**src/rtl/cpu_bus_serializer_if.sv**
```systemverilog
// Parallel CPU request/response signals plus the narrow framed pin bus.
// master: CPU and external device side; slave: the serializer.
interface cpu_bus_serializer_if #(
    parameter int unsigned ADDR_W = 32,
    parameter int unsigned DATA_W = 32,
    parameter int unsigned PIN_W  = 8
);
    logic              req;
    logic              we;
    logic [ADDR_W-1:0] addr;
    logic [DATA_W-1:0] wdata;
    logic [DATA_W-1:0] rdata;
    logic              busy;
    logic              done;
    logic              err;
    logic [PIN_W-1:0]  pin_out;
    logic              pin_oe;
    logic [PIN_W-1:0]  pin_in;
    logic              pin_frame;
    logic              pin_cmd;
    logic              ext_wait;

    modport master (
        output req, we, addr, wdata, pin_in, ext_wait,
        input  rdata, busy, done, err, pin_out, pin_oe, pin_frame, pin_cmd
    );

    modport slave (
        input  req, we, addr, wdata, pin_in, ext_wait,
        output rdata, busy, done, err, pin_out, pin_oe, pin_frame, pin_cmd
    );
endinterface

```
**src/rtl/cpu_bus_serializer.sv**
```systemverilog
// Serializes one CPU transfer into framed address/command/data beats on a narrow pin bus,
// with per-beat external stall and an optional stall timeout.
module cpu_bus_serializer #(
    parameter int unsigned ADDR_W   = 32,
    parameter int unsigned DATA_W   = 32,
    parameter int unsigned PIN_W    = 8,
    parameter int unsigned WAIT_MAX = 16
) (
    input  logic                  clk,
    input  logic                  rst,
    cpu_bus_serializer_if.slave   bus
);

    localparam int unsigned A      = ADDR_W / PIN_W;
    localparam int unsigned D      = DATA_W / PIN_W;
    localparam int unsigned MAXB   = (A > D) ? A : D;
    localparam int unsigned BEAT_W = (MAXB > 1) ? $clog2(MAXB) : 1;
    localparam int unsigned WAIT_W = (WAIT_MAX > 0) ? $clog2(WAIT_MAX + 1) : 1;

    typedef enum logic [2:0] {
        S_IDLE,
        S_ADDR,
        S_CMD,
        S_WDATA,
        S_TURN,
        S_RDATA,
        S_DONE
    } state_e;

    state_e              state_q, state_d;
    logic [BEAT_W-1:0]   beat_q, beat_d;
    logic [WAIT_W-1:0]   wait_q, wait_d, wait_inc;
    logic [ADDR_W-1:0]   addr_q, addr_d;
    logic [DATA_W-1:0]   wdata_q, wdata_d;
    logic                we_q, we_d;
    logic [DATA_W-1:0]   shadow_q, shadow_d;
    logic [DATA_W-1:0]   rdata_q, rdata_d;
    logic                busy_q, busy_d;
    logic                done_q, done_d;
    logic                err_q, err_d;
    logic [PIN_W-1:0]    pin_out_q, pin_out_d;
    logic                pin_oe_q, pin_oe_d;
    logic                pin_frame_q, pin_frame_d;
    logic                pin_cmd_q, pin_cmd_d;
    logic                timeout;
    logic                last_a;
    logic                last_d;

    // State, operand and output registers
    always_ff @(posedge clk) begin
        if (rst) begin
            state_q     <= S_IDLE;
            beat_q      <= '0;
            wait_q      <= '0;
            addr_q      <= '0;
            wdata_q     <= '0;
            we_q        <= 1'b0;
            shadow_q    <= '0;
            rdata_q     <= '0;
            busy_q      <= 1'b0;
            done_q      <= 1'b0;
            err_q       <= 1'b0;
            pin_out_q   <= '0;
            pin_oe_q    <= 1'b0;
            pin_frame_q <= 1'b0;
            pin_cmd_q   <= 1'b0;
        end else begin
            state_q     <= state_d;
            beat_q      <= beat_d;
            wait_q      <= wait_d;
            addr_q      <= addr_d;
            wdata_q     <= wdata_d;
            we_q        <= we_d;
            shadow_q    <= shadow_d;
            rdata_q     <= rdata_d;
            busy_q      <= busy_d;
            done_q      <= done_d;
            err_q       <= err_d;
            pin_out_q   <= pin_out_d;
            pin_oe_q    <= pin_oe_d;
            pin_frame_q <= pin_frame_d;
            pin_cmd_q   <= pin_cmd_d;
        end
    end

    // Next state, then outputs decoded from the next registered values
    always_comb begin
        state_d     = state_q;
        beat_d      = beat_q;
        wait_d      = wait_q;
        addr_d      = addr_q;
        wdata_d     = wdata_q;
        we_d        = we_q;
        shadow_d    = shadow_q;
        rdata_d     = rdata_q;
        err_d       = 1'b0;
        busy_d      = 1'b0;
        done_d      = 1'b0;
        pin_out_d   = '0;
        pin_oe_d    = 1'b0;
        pin_frame_d = 1'b0;
        pin_cmd_d   = 1'b0;

        wait_inc = (wait_q == '1) ? wait_q : wait_q + WAIT_W'(1);
        timeout  = (WAIT_MAX != 0) && (wait_inc == WAIT_W'(WAIT_MAX));
        last_a   = (beat_q == BEAT_W'(A - 1));
        last_d   = (beat_q == BEAT_W'(D - 1));

        case (state_q)
            S_IDLE: begin
                if (bus.req) begin
                    addr_d  = bus.addr;
                    wdata_d = bus.wdata;
                    we_d    = bus.we;
                    beat_d  = '0;
                    wait_d  = '0;
                    state_d = S_ADDR;
                end
            end
            S_ADDR, S_CMD, S_WDATA, S_RDATA: begin
                if (bus.ext_wait) begin
                    wait_d = wait_inc;
                    if (timeout) begin
                        state_d = S_DONE;
                        err_d   = 1'b1;
                        beat_d  = '0;
                        wait_d  = '0;
                    end
                end else begin
                    wait_d = '0;
                    beat_d = beat_q + BEAT_W'(1);
                    case (state_q)
                        S_ADDR: begin
                            if (last_a) begin
                                beat_d  = '0;
                                state_d = S_CMD;
                            end
                        end
                        S_CMD: begin
                            beat_d  = '0;
                            state_d = we_q ? S_WDATA : S_TURN;
                        end
                        S_WDATA: begin
                            if (last_d) begin
                                beat_d  = '0;
                                state_d = S_DONE;
                            end
                        end
                        default: begin
                            for (int unsigned k = 0; k < D; k++) begin
                                if (beat_q == BEAT_W'(k)) begin
                                    shadow_d[k*PIN_W +: PIN_W] = bus.pin_in;
                                end
                            end
                            if (last_d) begin
                                beat_d  = '0;
                                state_d = S_DONE;
                                rdata_d = shadow_d;
                            end
                        end
                    endcase
                end
            end
            S_TURN: begin
                beat_d  = '0;
                wait_d  = '0;
                state_d = S_RDATA;
            end
            S_DONE: begin
                beat_d  = '0;
                wait_d  = '0;
                state_d = S_IDLE;
            end
            default: begin
                state_d = S_IDLE;
            end
        endcase

        busy_d      = (state_d != S_IDLE);
        done_d      = (state_d == S_DONE);
        pin_cmd_d   = (state_d == S_CMD);
        pin_oe_d    = state_d inside {S_ADDR, S_CMD, S_WDATA};
        pin_frame_d = state_d inside {S_ADDR, S_CMD, S_WDATA, S_TURN, S_RDATA};

        case (state_d)
            S_ADDR: begin
                for (int unsigned k = 0; k < A; k++) begin
                    if (beat_d == BEAT_W'(k)) begin
                        pin_out_d = addr_d[k*PIN_W +: PIN_W];
                    end
                end
            end
            S_CMD: begin
                pin_out_d = {{(PIN_W - 1){1'b0}}, we_d};
            end
            S_WDATA: begin
                for (int unsigned k = 0; k < D; k++) begin
                    if (beat_d == BEAT_W'(k)) begin
                        pin_out_d = wdata_d[k*PIN_W +: PIN_W];
                    end
                end
            end
            default: begin
                pin_out_d = '0;
            end
        endcase
    end

    assign bus.rdata     = rdata_q;
    assign bus.busy      = busy_q;
    assign bus.done      = done_q;
    assign bus.err       = err_q;
    assign bus.pin_out   = pin_out_q;
    assign bus.pin_oe    = pin_oe_q;
    assign bus.pin_frame = pin_frame_q;
    assign bus.pin_cmd   = pin_cmd_q;

endmodule
```
**src/flat_wrapper.sv**
```systemverilog
// flat-port wrapper written by rule: the top's interface ports become plain ports
module cpu_bus_serializer_flat 
#(
    parameter int unsigned ADDR_W   = 32,
    parameter int unsigned DATA_W   = 32,
    parameter int unsigned PIN_W    = 8,
    parameter int unsigned WAIT_MAX = 16
)
  (clk, rst, bus_req, bus_we, bus_addr, bus_wdata, bus_pin_in, bus_ext_wait, bus_rdata, bus_busy, bus_done, bus_err, bus_pin_out, bus_pin_oe, bus_pin_frame, bus_pin_cmd);
  cpu_bus_serializer_if #(.ADDR_W(ADDR_W), .DATA_W(DATA_W), .PIN_W(PIN_W)) bus_i ();
  input  logic clk;
  input  logic rst;
  input wire logic [$bits(bus_i.req)-1:0] bus_req;
  input wire logic [$bits(bus_i.we)-1:0] bus_we;
  input wire logic [$bits(bus_i.addr)-1:0] bus_addr;
  input wire logic [$bits(bus_i.wdata)-1:0] bus_wdata;
  input wire logic [$bits(bus_i.pin_in)-1:0] bus_pin_in;
  input wire logic [$bits(bus_i.ext_wait)-1:0] bus_ext_wait;
  output wire logic [$bits(bus_i.rdata)-1:0] bus_rdata;
  output wire logic [$bits(bus_i.busy)-1:0] bus_busy;
  output wire logic [$bits(bus_i.done)-1:0] bus_done;
  output wire logic [$bits(bus_i.err)-1:0] bus_err;
  output wire logic [$bits(bus_i.pin_out)-1:0] bus_pin_out;
  output wire logic [$bits(bus_i.pin_oe)-1:0] bus_pin_oe;
  output wire logic [$bits(bus_i.pin_frame)-1:0] bus_pin_frame;
  output wire logic [$bits(bus_i.pin_cmd)-1:0] bus_pin_cmd;
  assign bus_i.req = bus_req;
  assign bus_i.we = bus_we;
  assign bus_i.addr = bus_addr;
  assign bus_i.wdata = bus_wdata;
  assign bus_i.pin_in = bus_pin_in;
  assign bus_i.ext_wait = bus_ext_wait;
  assign bus_rdata = bus_i.rdata;
  assign bus_busy = bus_i.busy;
  assign bus_done = bus_i.done;
  assign bus_err = bus_i.err;
  assign bus_pin_out = bus_i.pin_out;
  assign bus_pin_oe = bus_i.pin_oe;
  assign bus_pin_frame = bus_i.pin_frame;
  assign bus_pin_cmd = bus_i.pin_cmd;
  cpu_bus_serializer #(.ADDR_W(ADDR_W), .DATA_W(DATA_W), .PIN_W(PIN_W), .WAIT_MAX(WAIT_MAX)) u_core (.clk(clk), .rst(rst), .bus(bus_i));
endmodule
```
**config.mk**
```make
export PLATFORM = sky130hd
export DESIGN_NAME = cpu_bus_serializer_flat
export DESIGN_NICKNAME = d
export VERILOG_FILES = /design/src/rtl/cpu_bus_serializer_if.sv /design/src/rtl/cpu_bus_serializer.sv /design/src/flat_wrapper.sv
export SDC_FILE = /design/constraint.sdc
export NUM_CORES = 1
export LEC_CHECK = 0
export ABC_CLOCK_PERIOD_IN_PS = 2710
export CAP_MARGIN = 20
export CORE_MARGIN = 4
export CORE_UTILIZATION = 52
export CTS_CLUSTER_SIZE = 24
export DETAILED_ROUTE_END_ITERATION = 10
export GPL_TIMING_DRIVEN = 0
export PLACE_DENSITY = 0.8
export SYNTH_ARGS = -nofsm -noshare
export SYNTH_HDL_FRONTEND = slang
export SYNTH_SLANG_ARGS = --single-unit
```
**constraint.sdc**
```tcl
create_clock -name clk -period 2.71 [get_ports clk]
set_input_delay 0.4065 -clock clk [delete_from_list [all_inputs] [get_ports clk]]
set_output_delay 0.4065 -clock clk [all_outputs]
set_load 0.05 [all_outputs]
```
-- Yosys cells after proc, flatten, opt, wreduce, memory -nomap -nowiden
Index checks and enable logic that the tools add are counted.
- add/sub/neg operators: 2
- eq/ne operators: 21
- muxes and demuxes: 39
- bitwise operators: 3
- reduce and logical (&&, ||, !) cells: 14
- operators with widths (kind ; count):
    $mux 32 ; 4
    $mux 8 ; 12
    $pmux 8 s3 ; 1
    $mux 5 ; 4
    $eq 3x3->1 const B ; 6
    $mux 3 ; 6
    $pmux 5 s3 ; 1
    $eq 3x2->1 const B ; 4
    $eq 5x5->1 const B ; 2
    $mux 2 ; 5
    $pmux 3 s3 ; 1
    $reduce_bool 3->1 ; 3
    $eq 2x2->1 const B ; 4
    $eq 3x1->1 const B ; 2
    $pmux 2 s3 ; 1
    $pmux 3 s2 ; 1
    $reduce_or 3->1 ; 2
    $add 5x1->5 const B ; 1
    $reduce_bool 5->1 ; 1
    $eq 2x1->1 const B ; 2
    $logic_not 2->1 ; 2
    $reduce_and 4->1 ; 1
    $reduce_or 4->1 ; 1
    $logic_not 3->1 ; 1
    7 further kinds ; 11
- bits in registers: 153
- input port bits: 77
- output and inout port bits: 46
- logic and storage cells: 94

-- Longest topological paths before layout
Gate-level depths: netlist (run 1).
- word-level depth: 12
- mapped depth: 11
- mapped depth without buffers: 9

-- Worst setup path before layout (run 1)
No wires, ideal clock.
- path type: reg-to-reg
- from: register u_core.wait_q[0]
- to: register u_core.pin_out_q[3], in the netlist u_core.bus.pin_out[3]
- library setup time: 73 ps
- data arrival time: 2312 ps
- slack: 325 ps
- cell stages (with the launch flop): 10
- path buffers: 1
- period minus slack after synthesis: 2385 ps
- cells stage by stage: dfxtp_1 ha_1 mux2_4 mux2i_4 o211ai_2 a31o_1 buf_6 or4_4 a21o_1 o22ai_2
- word-level cells in the longest chain between the ends: 12
- elaborated cells on any way between the ends: 26
- classes of those cells: 1 x add/sub; 8 x eq/ne; 16 x mux; 1 x reduce/logical
- ends and longest elaborated chain (what ; line ; text):
    start, declared ; cpu_bus_serializer.sv:32 ; logic [WAIT_W-1:0] wait_q, wait_d, wait_inc;
    start signal, assigned ; cpu_bus_serializer.sv:70 ; wait_q <= wait_d;
    $add 5x1->5 / $eq 5x5->1 (equally long branches) ; cpu_bus_serializer.sv:104 ; wait_inc = (wait_q == '1) ? wait_q : wait_q + WAIT_W'(1);
    $mux 5 (*) ; cpu_bus_serializer.sv:104 ;
    $eq 5x5->1 (*) ; cpu_bus_serializer.sv:105 ; timeout = (WAIT_MAX != 0) && (wait_inc == WAIT_W'(WAIT_MAX));
    $mux 2 ; cpu_bus_serializer.sv:123 ; if (timeout) begin
    $mux 2 ; cpu_bus_serializer.sv:121 ; if (bus.ext_wait) begin
    $pmux 2 s3 ; cpu_bus_serializer.sv:109 ; case (state_q)
    $logic_not 2->1 ; cpu_bus_serializer.sv:188, cpu_bus_serializer.sv:198 ;
    $mux 8 (on tied branches) (4 in series) ; cpu_bus_serializer.sv:198, cpu_bus_serializer.sv:188 ;
    $pmux 8 s3 (*) ; cpu_bus_serializer.sv:185 ; case (state_d)
    end signal, assigned ; cpu_bus_serializer.sv:79 ; pin_out_q <= pin_out_d;
    end, declared ; cpu_bus_serializer.sv:41 ; logic [PIN_W-1:0] pin_out_q, pin_out_d;
Every way passes the cells marked *; elsewhere a longest branch is shown, timed or not.
A chain may end at the register's enable or synchronous reset.

-- Final worst setup path (run 1)
Ends and elaborated chain as after synthesis.

==> impl.org, run 1 <==
** Placement
- Routability-driven placement finished with a final weighted congestion of 0.870.
- Port bufs :: 120
- DP HPWL :: 13800 um
- DP Worst Slack :: -0.484 ns

** Timing
- Layout Skew :: 0.00615 ns
- Achievable frequency :: 384 MHz
- Setup repair after global routing left no endpoint under its margin.
- Share of the clock period used by the worst path after layout :: 96.1%
- Once routing completed, OpenROAD measured the worst setup slack at 0.105 ns.
- Total count of hold-check failures in the final report :: 0
- Transition time at the pin with the least slew margin :: 0.570 ns
- Final hold slack :: 0.453 ns
- Total count of max-transition violations in the final report :: 0
- In this run the tightest slew margin relative to its limit is 62.0%.
- Time the worst path needs with I/O delays and setup :: 2.61 ns
- Setup violations remaining at the end of the flow were counted as 0.

** Routing
- After detailed routing, the total wire length is 19000 um.
- After detailed routing, the number of vias per cell comes to 5.81.
- The first TritonRoute pass finished after 5 iterations.
- Detailed routing inserted a total of 5898 vias.
- Drt initial violations :: 537
- Post-detailed-route wirelength per cell :: 18.7 um
- Remaining number of nets flagged by the antenna check after routing :: 0
- Remaining design rule violation count :: 0

** GRT
- Initial antenna violation count :: 0
- Remaining global-route overflow :: 0
- Global routing used 27.0% of the available tracks across all layers.
- Via count of the first global-routing pass :: 5926
- Entering global routing, the biggest net connects 17 pins.
- The first global-routing pass estimated 30300 um of wire.

** Finish
- Post-synthesis to final-layout area growth :: 32.4%
- End-of-flow core utilization :: 70.2%
- Across the whole layout, storage elements account for 0.00291 mm^2.
- The net count of the finished layout is 937.
- Fraction of layout cells with a size suffix above 1 :: 9.68%
- Antenna diodes :: 0
- Counting the fill cells in the layout gives 896.
- Footprint of the multi-input gates :: 0.00321 mm^2

** Flow run
- Across the run, the number of max-cap violations was 0.

** Floorplanning
- From left edge to right edge, the die measures 118 um.
- After floorplanning, the core was sized to cover 0.0120 mm^2.
- The die covers 0.0140 mm^2.
- Height of the chip :: 118 um
- 123 I/O pins were placed.
- The floorplan has 40 rows.
- Initial cell density of the core :: 53.0%

** Run status
- The run finished with clean final reports.

** Clock tree
- Maximum clock insertion buffer count :: 2
- CTS saw 145 sinks.
- TritonCTS built the clock tree.
- Hold repair after CTS inserted 0 buffers.
- The H-tree was split into 4 levels.
- Clock root buffer :: sky130_fd_sc_hd__clkbuf_16
- Latest clock arrival within the worst-skew pair :: 0.43 ns
- Num CTS Buffers :: 17
- Clock slew at reported path FFs :: 0.06 ns

** Synthesis
- Yosys mapped a number of flops with a built-in enable equal to 0.
- Of all flip-flops after synthesis, the portion carrying an async set or reset was 0%.
- Count of unique library cells instantiated by Yosys :: 61
- Number of warnings issued by yosys :: 0
- Synthesized Nets :: 798
- In the synthesized netlist the dominant register cell turns out to be sky130_fd_sc_hd__dfxtp_1.
- Mapped Area :: 0.00634 mm^2
- Synthesis produced 716 cells.
- In this run, synthesis produced a sequential element count of 145.
- After synthesis, flip-flops and latches occupy 45.8% of the total area.
- The average instance in the mapped netlist occupies 8.85 um^2.

** Worst hold path
- The worst hold path begins at u_core.addr_q[31].
- Worst hold path stage count :: 2
- Type of the worst min-delay path :: register to register
- The path with the worst hold slack has its endpoint at u_core.addr_q[31].

** Power
- Sequential cells account for 42.5% of the total power.
- VDD sags by at most 595 uV.
- In this run the power spent charging and discharging nets is 1410 uW.
- Clock share of power :: 43.0%
- Switching share of power :: 26.5%
- Design internal power :: 3900 uW
- Logic pwr share :: 14.4%
- Static leakage :: 0.00306 uW
- Total power density per cell area :: 632 mW/mm^2

** Critical path
- In this run the worst path has a maximum fanout of 10.
- The worst setup path is of the register to register kind.
- For the worst setup path, the data arrival time is 2.91 ns.
- For the worst setup path, the data required time is 3.01 ns.
- STA classifies the critical path endpoint as a register.
- Launching element of the worst setup path :: u_core.wait_q[0]
- Reg-to-reg setup timing slack :: 0.10 ns
- The endpoint identified for the worst register-to-register timing path is u_core.bus.pin_out[3].
- The worst register-to-register path begins at u_core.wait_q[0].
- Worst reg2reg path depth :: 10
- Element type at the critical path start :: register
==> kinds of logic after synthesis <==
kind of cell | share of synthesized area (%)
buffers and inverters | 4.70
XOR/XNOR | 0.138
AO/OA/AOI/OAI | 16.8
multiplexers | 13.7
adder cells (fa/ha/maj) | 0.987
flip-flops | 45.8
AND/OR/NAND/NOR | 17.9
==> worst max-delay path, cell delays in order, from the launching register on <==
cell	delay, ns
sky130_fd_sc_hd__dfxtp_2	0.43
sky130_fd_sc_hd__ha_4	0.24
sky130_fd_sc_hd__mux2_4	0.28
sky130_fd_sc_hd__mux2i_4	0.23
sky130_fd_sc_hd__o2111a_2	0.30
sky130_fd_sc_hd__or2_1	0.13
sky130_fd_sc_hd__clkbuf_4	0.21
sky130_fd_sc_hd__buf_6	0.17
sky130_fd_sc_hd__o21ai_0	0.12
sky130_fd_sc_hd__a21oi_2	0.25
sky130_fd_sc_hd__o22ai_2	0.12
==> registers in the layout, summed over array words and instances, names as in the netlist <==
register              count
u_core.addr_q            32
u_core.bus.rdata         32
u_core.wdata_q           32
u_core.shadow_q          24
u_core.bus.pin_out        8
u_core.wait_q             5
u_core.state_q            3
u_core.beat_q             2
u_core.bus.busy           1
u_core.bus.done           1
u_core.bus.err            1
u_core.bus.pin_cmd        1
u_core.bus.pin_frame      1
u_core.bus.pin_oe         1
u_core.we_q               1
==> layout make-up <==
class / count / share of cell area, %
well taps: 147 / 2.19
multi-input cells: 506 / 38.3
inverters: 10 / 0.447
clock inverters: 12 / 1.60
repair buffers: 121 / 14.4
flip-flops and latches: 145 / 34.7
clock buffers: 20 / 5.20
plain buffers: 54 / 3.21
==> cell usage in the layout (no fill, tap or decap), drive strengths merged, types with 11 or more instances in the layout <==
master         synthesis  layout
a211oi                27      27
inv                   10      13
nor2                  98      98
o22ai                 11      11
o211ai                13      13
dfxtp                145     145
o21ai                 16      16
clkbuf                34      55
nand2                 79      79
nand3                 38      38
buf                   21      20
clkdlybuf4s50          0     120
mux2i                 82      82
a21oi                 67      67
==> how the worst max path moves through the flow <==
stage | slack, ns | cells after the start | to
floorplan | 0.32 | 9 | u_core.bus.pin_out[3]
finish | 0.10 | 10 | u_core.bus.pin_out[3]
CTS | 0.003 | 10 | u_core.bus.pin_out[3]
global placement | -0.44 | 9 | u_core.bus.pin_out[4]
global route | 0.002 | 11 | u_core.bus.pin_out[0]
detailed placement | -0.48 | 9 | u_core.bus.pin_out[3]
==> per-layer routing <==
metal / GRT usage, % / part of all wire, % / vias up
li1: - / - / 2800
met1: 33.8 / 42 / 2797
met3: 9.09 / 8.3 / 41
met5: 0 / 0 / -
met4: 9.99 / 2.5 / 0
met2: 43.4 / 47 / 260
==> synthesized netlist by cell type (4+ instances only) <==
master                       n  area share, %
sky130_fd_sc_hd__a211oi_1   27            3.2
sky130_fd_sc_hd__a21oi_1    67            5.3
sky130_fd_sc_hd__and2_1      4           0.39
sky130_fd_sc_hd__and3_1      5           0.49
sky130_fd_sc_hd__buf_2      13            1.0
sky130_fd_sc_hd__buf_4       6           0.71
sky130_fd_sc_hd__clkbuf_1   34            2.0
sky130_fd_sc_hd__dfxtp_1   145             46
sky130_fd_sc_hd__ha_1        5           0.99
sky130_fd_sc_hd__inv_1      10           0.59
sky130_fd_sc_hd__mux2i_1    81             13
sky130_fd_sc_hd__nand2_1    79            4.7
sky130_fd_sc_hd__nand2b_1    6           0.59
sky130_fd_sc_hd__nand3_1    37            2.9
sky130_fd_sc_hd__nor2_1     98            5.8
sky130_fd_sc_hd__nor3_1      5           0.39
sky130_fd_sc_hd__o211ai_1   11            1.3
sky130_fd_sc_hd__o21ai_0    13            1.0
sky130_fd_sc_hd__o22ai_1     9           0.89
==> power groups by stage <==
| stage | sequential [uW] | clock [uW] | combinational [uW] |
|---|---|---|---|
| 2_1_floorplan | 2340 | 0 | 401 |
| 3_3_place_gp | 2300 | 0 | 719 |
| 3_5_place_dp | 2300 | 0 | 735 |
| 4_1_cts | 2250 | 2300 | 746 |
| 5_1_grt | 2260 | 2390 | 818 |
| 6_report | 2260 | 2280 | 767 |
==> through the flow <==
step           instances  power, uW  TNS [ns]  cell area, um^2
2_1_floorplan        716       2740         0             6340
3_3_place_gp         983       3010     -1.82             7720
3_5_place_dp         983       3030     -2.15             7720
4_1_cts             1015       5300         0             8330
5_1_grt             1015       5470         0             8390
6_report            1015       5310         0             8390
==> timing repair <==
action	in CTS	in global routing
pin swaps	1	2
resized for setup	8	16
endpoints found under the setup margin	8	8
buffers inserted	1	0
(Power assumes the default switching activity.)
==> inputs of run 2 (changes only) <==
--- a/config.mk
+++ b/config.mk
@@ -5,7 +5,7 @@
 export SDC_FILE = /design/constraint.sdc
 export NUM_CORES = 1
 export LEC_CHECK = 0
-export ABC_CLOCK_PERIOD_IN_PS = 2710
+export ABC_CLOCK_PERIOD_IN_PS = 2800
 export CAP_MARGIN = 20
 export CORE_MARGIN = 4
 export CORE_UTILIZATION = 52
==> constraint.sdc (replaced) <==
create_clock -name clk -period 2.8 [get_ports clk]
set_input_delay 0.42 -clock clk [delete_from_list [all_inputs] [get_ports clk]]
set_output_delay 0.42 -clock clk [all_outputs]
set_load 0.05 [all_outputs]
==> run 2 against run 1 <==
Clock skew is 0.0046 ns higher; critical path depth stayed put; final area is 0.69% lower; clock-buffer cell count stayed put; register-to-register slack better by 0.02 ns; global-route usage hardly changed; sequential power is 4% lower; wire length is 1.1% lower; combinational power is 4.6% lower.
==> impl.org, run 2 (synthesis gave the netlist of run 1 again) <==
** Critical path
- Crit-path cells :: ha_1 -> mux2_4 -> mux2i_4 -> o2111a_2 -> or2_1 -> buf_2 -> buf_4 -> o21ai_0 -> a21oi_2 -> o22ai_2
- In this run the worst path has a maximum fanout of 10.
- On the worst path, the slowest cell contributes a delay of 0.36 ns.
- Type of destination of the critical path :: register
- The worst setup path is of the register to register kind.
- The slowest stage of the critical path belongs to the cell sky130_fd_sc_hd__dfxtp_2.
- STA puts the critical path data arrival time at 2.97 ns.
- Number of buffer and inverter instances along the worst setup path :: 2
- Element type at the critical path start :: register
- Broken down by cell family, the worst path's largest delay share belongs to compound AO/OA/AOI/OAI gates.
- At the worst endpoint, the required time is 3.10 ns.

** Clock tree
- The H-tree generated during clock tree synthesis spans 4 levels.
- Latest clock arrival within the worst-skew pair :: 0.43 ns
- Clock tree synthesis found a total of 145 sinks.
- TritonCTS built the clock tree.
- Num CTS Buffers :: 17
- Clock root buffer :: sky130_fd_sc_hd__clkbuf_16
- Clock-pin slew was measured on the worst setup and hold paths at 0.06 ns.
- No sink is reached through more buffers than the 2 on the longest clock path.

** Placement
- At the end of routability-driven placement, the weighted congestion stood at 0.870.
- Detailed placement ended at an HPWL of 13800 um.
- Port bufs :: 120
- Summing all placed instances gives a cell area of 0.00772 mm^2.
- Cell count after placement :: 983

** GRT
- Remaining global-route overflow :: 0
- The initial antenna violation count came to 0.
- For this run, the total global-route usage over all layers was measured as 27.0%.
- First-pass GRT wire length :: 30300 um
- Entering global routing, the biggest net connects 17 pins.
- Via count of the first global-routing pass :: 5917

** Routing
- The routed layout has 5876 vias.
- In the routed design, unresolved DRC markers number 0.
- Summed over all layers, the routed wires come to 18800 um.
- The pre-antenna-repair detailed-routing pass consisted of 5 iterations.
- Dividing the detail-routed wire length by the instance count gives 18.5 um.
- For this block, the initial DRC count from the detailed router was 509.
- Remaining number of nets flagged by the antenna check after routing :: 0
- In the routed layout, each cell is associated on average with a via count of 5.79.

** Timing
- The worst path in the final design needs a cycle of 2.67 ns, including I/O delays and setup.
- Setup repair after global routing left no endpoint under its margin.
- Endpoints failing setup :: 0
- Share of the clock period used by the worst path after layout :: 95.4%
- Across the routed clock network, the largest skew measured is 0.0108 ns.
- For the pin with the worst max-slew slack, the measured transition is 0.656 ns.
- For this run, the top clock speed supported by timing is 374 MHz.
- Total count of max-transition violations in the final report :: 0
- Final hold slack :: 0.457 ns
- Total negative setup slack :: 0 ns
- Total count of hold-check failures in the final report :: 0
- Slew headroom :: 56.1%

** Finish
- Antenna diodes :: 0
- Storage element area :: 0.00291 mm^2
- At the end of the flow the core is filled with cells to 69.7%.
- The finished cells cover 0.00833 mm^2.
- Footprint of the multi-input gates :: 0.00317 mm^2
- Most common library cell in the layout ignoring fill and taps :: sky130_fd_sc_hd__dfxtp_1
- After filler insertion, the fill cell instance count of the layout stands at 903.
- The area growth from synthesis to layout is 31.5%.
- The count of cells in the finished layout, fillers not included, comes to 1015.
- Cells with a size suffix above 1 make up 8.99% of the layout.
- Most frequent cells in the layout :: 142 x sky130_fd_sc_hd__dfxtp_1, 120 x sky130_fd_sc_hd__clkdlybuf4s50_1, 98 x sky130_fd_sc_hd__nor2_1
- In the final design database the tool counted 937 nets.

** Power
- Fraction of power consumed by sequential logic :: 42.6%
- Clock share of power :: 43.1%
- In this run the static leakage power is 0.00305 uW.
- Total power density per cell area :: 615 mW/mm^2
- Logic pwr share :: 14.3%
- Internal power comes to 3770 uW.
- VDD sags by at most 548 uV.
- Switching share of power :: 26.4%
- Net switching power figure :: 1350 uW

** Floorplanning
- I/O Pins :: 123
- Once the floorplan was initialized, standard cells occupied 53.0% of the core.
- Horizontal extent of the die :: 118 um
- The floorplan step defined a die boundary enclosing 0.0140 mm^2.
- The floorplan has 40 rows.
- Height of the chip :: 118 um
- Placeable Area :: 0.0120 mm^2

** Flow run
- Max-capacitance violation count :: 0

** Run status
- Run status :: complete, no violations

** Worst hold path
- Type of the worst min-delay path :: register to register
## run 2: cell count changes in the layout (fill, tap and decap cells not counted), moves of 2 or more
cell / change
sky130_fd_sc_hd__buf_2: +2
sky130_fd_sc_hd__clkbuf_4: -2
sky130_fd_sc_hd__nor3_1: +2
sky130_fd_sc_hd__nor3_2: -2
## run 2: per-layer routing
layer	up-vias	global-route usage [%]	wire, um
li1	2797	-	-
met1	2803	33.8	8030
met2	230	43.5	8850
met3	46	8.85	1430
met4	0	9.92	476
met5	-	0	0
## run 2: worst paths after layout
check	from	to	slack, ns	cells after the start
hold reg to reg	u_core.shadow_q[2]	u_core.shadow_q[2]	0.46	2
setup reg to reg	u_core.wait_q[0]	u_core.bus.pin_out[3]	0.13	10
setup / recovery	u_core.wait_q[0]	u_core.bus.pin_out[3]	0.13	10
hold / removal	u_core.shadow_q[2]	u_core.shadow_q[2]	0.46	2
## run 2: layout make-up
class / instances / share of cell area [%]
plain buffers: 54 / 3.12
clock buffers: 20 / 5.24
clock inverters: 12 / 1.61
inverters: 10 / 0.450
multi-input cells: 506 / 38.0
flip-flops and latches: 145 / 34.9
well taps: 147 / 2.21
repair buffers: 121 / 14.5
## run 2: timing repair
item / CTS / global route
setup endpoints to repair: 7 / 8
cloned: 0 / 0
hold buffers: 0 / 0
setup buffers: 0 / 1
gates resized for setup: 5 / 8
pin swaps: 0 / 1
## run 2: through the flow
stage	setup slack (ns)	power (uW)
floorplan	0.415	2650
global placement	-0.368	2920
detailed placement	-0.408	2940
CTS	-0.00217	5130
global route	0.00714	5280
finish	0.129	5120
## run 2: tightest hold or removal path, cell delays in order (launching register included)
cell and delay [ns]:
sky130_fd_sc_hd__dfxtp_1 0.31, sky130_fd_sc_hd__nand2_1 0.05, sky130_fd_sc_hd__a21oi_1 0.05
## run 2: power groups by stage
stage                     Sequential [uW]  Clock (uW)  Combinational, uW
after floorplan                      2270           0                388
final                                2180        2210                732
after detailed placement             2230           0                711
after global routing                 2190        2310                782
after global placement               2220           0                696
after CTS                            2180        2230                720
